### src/rtl/irq_pkg.sv
// irq_pkg: shared definitions for the interrupt arbiter.
//   - RISC-V interrupt cause indices for the six architected causes
//   - fixed priority order of those causes (highest first)
//   - arbiter FSM state encoding
//   - privilege level encodings
package irq_pkg;

   localparam logic [5:0] IRQ_SSI = 6'd1;
   localparam logic [5:0] IRQ_MSI = 6'd3;
   localparam logic [5:0] IRQ_STI = 6'd5;
   localparam logic [5:0] IRQ_MTI = 6'd7;
   localparam logic [5:0] IRQ_SEI = 6'd9;
   localparam logic [5:0] IRQ_MEI = 6'd11;

   // Architected causes, highest priority first.
   localparam int NUM_FIXED = 6;
   localparam logic [5:0] PRIO_ORDER [NUM_FIXED] =
      '{IRQ_MEI, IRQ_MSI, IRQ_MTI, IRQ_SEI, IRQ_SSI, IRQ_STI};

   // Platform causes start here and rank below the architected ones,
   // lower index first.
   localparam int FIRST_PLAIN = 16;

   typedef enum logic [1:0] {
      IDLE = 2'd0,
      REQ  = 2'd1,
      COOL = 2'd2
   } arb_state_e;

   localparam logic [1:0] PRIV_U = 2'd0;
   localparam logic [1:0] PRIV_S = 2'd1;
   localparam logic [1:0] PRIV_M = 2'd3;

endpackage

### src/rtl/irq_prio_enc.sv
// irq_prio_enc: combinational priority encoder over an eligible-interrupt mask.
//   mask_i   in  NIRQ  eligible causes (bit index = cause index)
//   found_o  out 1     any selectable cause present
//   cause_o  out 6     winning cause index (0 when found_o=0)
// Order: 11,3,7,9,1,5, then 16..63 ascending. Bits 0,2,4,6,8,10,12..15 are
// never selected even when set.
module irq_prio_enc
   import irq_pkg::*;
#(
   parameter int NIRQ = 64
) (
   input  logic [NIRQ-1:0] mask_i,
   output logic            found_o,
   output logic [5:0]      cause_o
);

   logic [63:0] mask64;

   // Later assignments override earlier ones, so each loop walks from the
   // lowest priority to the highest and the final hit is the winner.
   always_comb begin
      mask64  = 64'(mask_i);
      found_o = 1'b0;
      cause_o = '0;
      for (int i = 63; i >= FIRST_PLAIN; i--) begin
         if (mask64[i]) begin
            found_o = 1'b1;
            cause_o = 6'(i);
         end
      end
      for (int k = NUM_FIXED - 1; k >= 0; k--) begin
         if (mask64[PRIO_ORDER[k]]) begin
            found_o = 1'b1;
            cause_o = PRIO_ORDER[k];
         end
      end
   end

endmodule

### src/rtl/irq_arbiter.sv
// irq_arbiter: registers the interrupt controller's pending vector, masks it
// with enable/delegation/global-enable/privilege, picks one cause by fixed
// priority and offers it to commit as a trap request.
//   clk, rst                 clock, synchronous active-high reset
//   int_pend, int_time       pending vector and mtime from the controller
//   csr_mie, csr_mideleg     enable and delegation CSRs (used unregistered)
//   csr_mstatus_mie/_sie     global M / S enables
//   priv                     current privilege (0=U, 1=S, 3=M)
//   irq_valid/_cause/_to_s   registered trap request
//   irq_ack                  commit takes the trap this cycle
//   wfi_wake                 |(pend_q & csr_mie), ignores global enables
//   time_q                   int_time delayed one cycle
//   fsm_state                arbiter state (IDLE/REQ/COOL) for observation
// Handshake: irq_valid stays high with cause/to_s frozen until commit raises
// irq_ack in a cycle where irq_valid is high; the request is consumed at that
// edge. Without an ack, the request is withdrawn if its latched cause stops
// being eligible. An ack always wins over a simultaneous loss of eligibility.
module irq_arbiter
   import irq_pkg::*;
#(
   parameter int NIRQ     = 64,
   parameter int COOLDOWN = 2
) (
   input  logic            clk,
   input  logic            rst,
   input  logic [NIRQ-1:0] int_pend,
   input  logic [63:0]     int_time,
   input  logic [NIRQ-1:0] csr_mie,
   input  logic [NIRQ-1:0] csr_mideleg,
   input  logic            csr_mstatus_mie,
   input  logic            csr_mstatus_sie,
   input  logic [1:0]      priv,
   output logic            irq_valid,
   output logic [5:0]      irq_cause,
   output logic            irq_to_s,
   input  logic            irq_ack,
   output logic            wfi_wake,
   output logic [63:0]     time_q,
   output logic [1:0]      fsm_state
);

   localparam int CW = $clog2(COOLDOWN + 2);

   logic [NIRQ-1:0] pend_q;
   arb_state_e      state_q;
   logic [CW-1:0]   cnt_q;
   logic            valid_q;
   logic [5:0]      cause_q;
   logic            to_s_q;

   logic [NIRQ-1:0] act;
   logic [NIRQ-1:0] m_elig;
   logic [NIRQ-1:0] s_elig;
   logic            m_en;
   logic            s_en;
   logic            m_found;
   logic            s_found;
   logic [5:0]      m_cause;
   logic [5:0]      s_cause;
   logic [63:0]     m_elig64;
   logic [63:0]     s_elig64;
   logic            latched_elig;

   assign act  = pend_q & csr_mie;
   // M-level interrupts are always taken below M; in M only with mstatus.MIE.
   assign m_en = (priv != PRIV_M) || csr_mstatus_mie;
   // Delegated interrupts are never taken in M.
   assign s_en = (priv == PRIV_U) || ((priv == PRIV_S) && csr_mstatus_sie);

   assign m_elig = m_en ? (act & ~csr_mideleg) : '0;
   assign s_elig = s_en ? (act & csr_mideleg) : '0;

   irq_prio_enc #(.NIRQ(NIRQ)) u_enc_m (
      .mask_i  (m_elig),
      .found_o (m_found),
      .cause_o (m_cause)
   );

   irq_prio_enc #(.NIRQ(NIRQ)) u_enc_s (
      .mask_i  (s_elig),
      .found_o (s_found),
      .cause_o (s_cause)
   );

   // Re-check the held cause against the current eligibility of its own class.
   assign m_elig64     = 64'(m_elig);
   assign s_elig64     = 64'(s_elig);
   assign latched_elig = to_s_q ? s_elig64[cause_q] : m_elig64[cause_q];

   always_ff @(posedge clk) begin
      if (rst) begin
         pend_q  <= '0;
         time_q  <= '0;
         state_q <= IDLE;
         cnt_q   <= '0;
         valid_q <= 1'b0;
         cause_q <= '0;
         to_s_q  <= 1'b0;
      end else begin
         pend_q <= int_pend;
         time_q <= int_time;
         case (state_q)
            IDLE: begin
               if (m_found || s_found) begin
                  state_q <= REQ;
                  valid_q <= 1'b1;
                  // Any M-eligible cause outranks every S-eligible cause.
                  cause_q <= m_found ? m_cause : s_cause;
                  to_s_q  <= ~m_found;
               end
            end
            REQ: begin
               if (irq_ack) begin
                  state_q <= COOL;
                  valid_q <= 1'b0;
                  cnt_q   <= CW'(COOLDOWN);
               end else if (!latched_elig) begin
                  state_q <= IDLE;
                  valid_q <= 1'b0;
               end
            end
            COOL: begin
               // Holds off arbitration while trap-entry CSR updates land.
               if (cnt_q <= CW'(1)) begin
                  state_q <= IDLE;
                  cnt_q   <= '0;
               end else begin
                  cnt_q <= cnt_q - CW'(1);
               end
            end
            default: begin
               state_q <= IDLE;
               valid_q <= 1'b0;
               cnt_q   <= '0;
            end
         endcase
      end
   end

   assign irq_valid = valid_q;
   assign irq_cause = cause_q;
   assign irq_to_s  = to_s_q;
   assign wfi_wake  = |act;
   assign fsm_state = state_q;

endmodule
### config.mk
export PLATFORM = sky130hd
export DESIGN_NAME = irq_arbiter
export DESIGN_NICKNAME = d
export VERILOG_FILES = /design/src/rtl/irq_pkg.sv /design/src/rtl/irq_prio_enc.sv /design/src/rtl/irq_arbiter.sv
export SDC_FILE = /design/constraint.sdc
export NUM_CORES = 1
export LEC_CHECK = 0
export ABC_AREA = 1
export BUFFER_PORTS_ARGS = -buffer_cell sky130_fd_sc_hd__buf_2
export CORE_UTILIZATION = 50
export DETAILED_ROUTE_END_ITERATION = 8
export PLACE_DENSITY = 0.92
export REMOVE_ABC_BUFFERS = 1
export SLEW_MARGIN = 10
export SYNTH_ARGS = -nofsm -noshare
export SYNTH_HDL_FRONTEND = slang
export SYNTH_HIERARCHICAL = 1
export SYNTH_SLANG_ARGS = --single-unit
export TNS_END_PERCENT = 10
### constraint.sdc
create_clock -name clk -period 5 [get_ports clk]
set_input_delay 0.5 -clock clk [delete_from_list [all_inputs] [get_ports clk]]
set_output_delay 0.5 -clock clk [all_outputs]
set_load 0.01 [all_outputs]
==> impl_metrics.tcl <==
set metrics [dict create \
    status "finished, final reports clean" \
    drc_errors 0 \
    yosysWarnings 6 \
    start_util_pct 51.1 \
    setup_viol 0 \
    clk_latency_ps 420 \
    antenna_found_initial 3 \
    cpMostUsedCell "nand2_1" \
    drive_gt1_share_pct 20.9 \
    power_density_nw_per_um2 348 \
    fin_total_pwr_w 0.00388 \
    place_hpwl_um 22700 \
    drv_cap 0 \
    worstPathMaxFanout 30 \
    wire_per_inst_um 14.4 \
    crit_path_end_kind "register" \
    worstSetupPathType "input port to register" \
    wl_um 29800 \
    final_cell_mix "336 x inv_1, 336 x buf_2, 279 x nor2_1" \
    leakage_nw 6.24 \
    vias 10727 \
    hold_viol 0 \
    firstDrtPassIters 5 \
    synthCells 1527 \
    rsz0062_at_grt "false" \
    numCtsBuffers 17 \
    grt_pass1_vias 9774 \
    globalplace.congestion 0.927 \
    critical_path.max_stage_delay_ps 310 \
    crit_arrival_ps 3790 \
    rows 48 \
    final_cells 2065 \
    drtAntennaViolNets 0 \
    dieArea_um2 18100 \
    required_ps 5260 \
    slew_viol_final 0 \
    cts_tree "built" \
    core_area_um2 17200 \
    root_buffer "clkbuf_16" \
    cts.sinks 140 \
    post_cts_buffers 0 \
    relSlewSlack_pct 24.5 \
    period_minus_slack_ps 3530 \
    vdd_drop_max_mv 0.220 \
    clk_pin_slew_ps 70 \
    reg2reg_slack_ps 1610 \
    fin_skew_ps 12.2 \
    hold_ws_ps 273 \
    cpMaxStageDelayCell "nor3_1" \
    hold_buffers 0 \
    finalCritPeriodShare_pct 70.6 \
    die_w_um 135 \
    cts-htree-levels 4 \
    hold_path.class "input port to register" \
    tightest_slew_ps 1130 \
    avgViaCountPerCell 5.19 \
    postCtsResizedCells 0 \
    grt_pass1_wl_um 46100 \
    startpoint_type "input port" \
    dp.cells 2032 \
    post_synth.cell_area_avg_um2 5.76 \
    syn2layout_area_growth_pct 26.5 \
    die_h_um 135 \
    overflow 0 \
    grt_max_degree 95 \
    gr-usage-all-layers_pct 32.2 \
    syn_area_um2 8800 \
    final_nets 2092 \
    clock_path_buffers 2 \
    portBuffers 337 \
    fmax_mhz 283 \
    drt-initial-drc-count 1004 \
    io_pins 338 \
]
==> final timing paths <==
check             depth (start not counted)      endpoint          from
setup / recovery                         53  irq_cause[0]       priv[0]
hold / removal                            3    time_q[27]  int_time[27]
setup reg to reg                         51  irq_cause[0]    pend_q[62]
hold reg to reg                           2     irq_valid     irq_valid
==> through the flow <==
stage	cell area [µm²]	util [%]	setup TNS, ps	setup WS, ps
final	11100	64.6	0	1470
after global routing	11100	64.6	0	915
after CTS	11100	64.6	0	1560
after detailed placement	10600	61.3	0	1140
after global placement	10600	61.3	0	1210
after floorplan	8530	-	-94.3	-94.3
==> sequential cells by signal (all words and copies together) (netlist names) <==
name / flops
irq_to_s: 1
irq_cause: 6
time_q: 64
irq_valid: 1
pend_q: 64
fsm_state: 2
cnt_q: 2
==> critical path: cells and delay by family <==
kind,cells,cell delay (ps)
buffers and inverters,3,410
and+or+nand+nor,48,2620
AOI/OAI and AO/OA,2,230
==> metal layers <==
layer / vias to the layer above / routed length (µm) / track usage (%)
li1: 5382 / - / -
met1: 4700 / 11700 / 36.8
met2: 552 / 14000 / 55.4
met3: 89 / 2890 / 8.26
met4: 4 / 1160 / 16.4
met5: - / 27 / 0
==> layout make-up <==
type / count / area [µm²]
Fill cell: 1587 / 6110
Multi-Input combinational cell: 982 / 4460
Sequential cell: 140 / 2800
Timing Repair Buffer: 346 / 1760
Inverter: 339 / 1270
Clock buffer: 18 / 429
Tap cell: 225 / 282
Clock inverter: 14 / 126
Antenna cell: 1 / 2.50
==> report_power, final <==
group / internal (W) / switching [W]
Sequential: 0.00122 / 0.0000709
Combinational: 0.000452 / 0.000920
Clock: 0.000656 / 0.000562
Note: power is estimated with default switching activity, not from simulation.
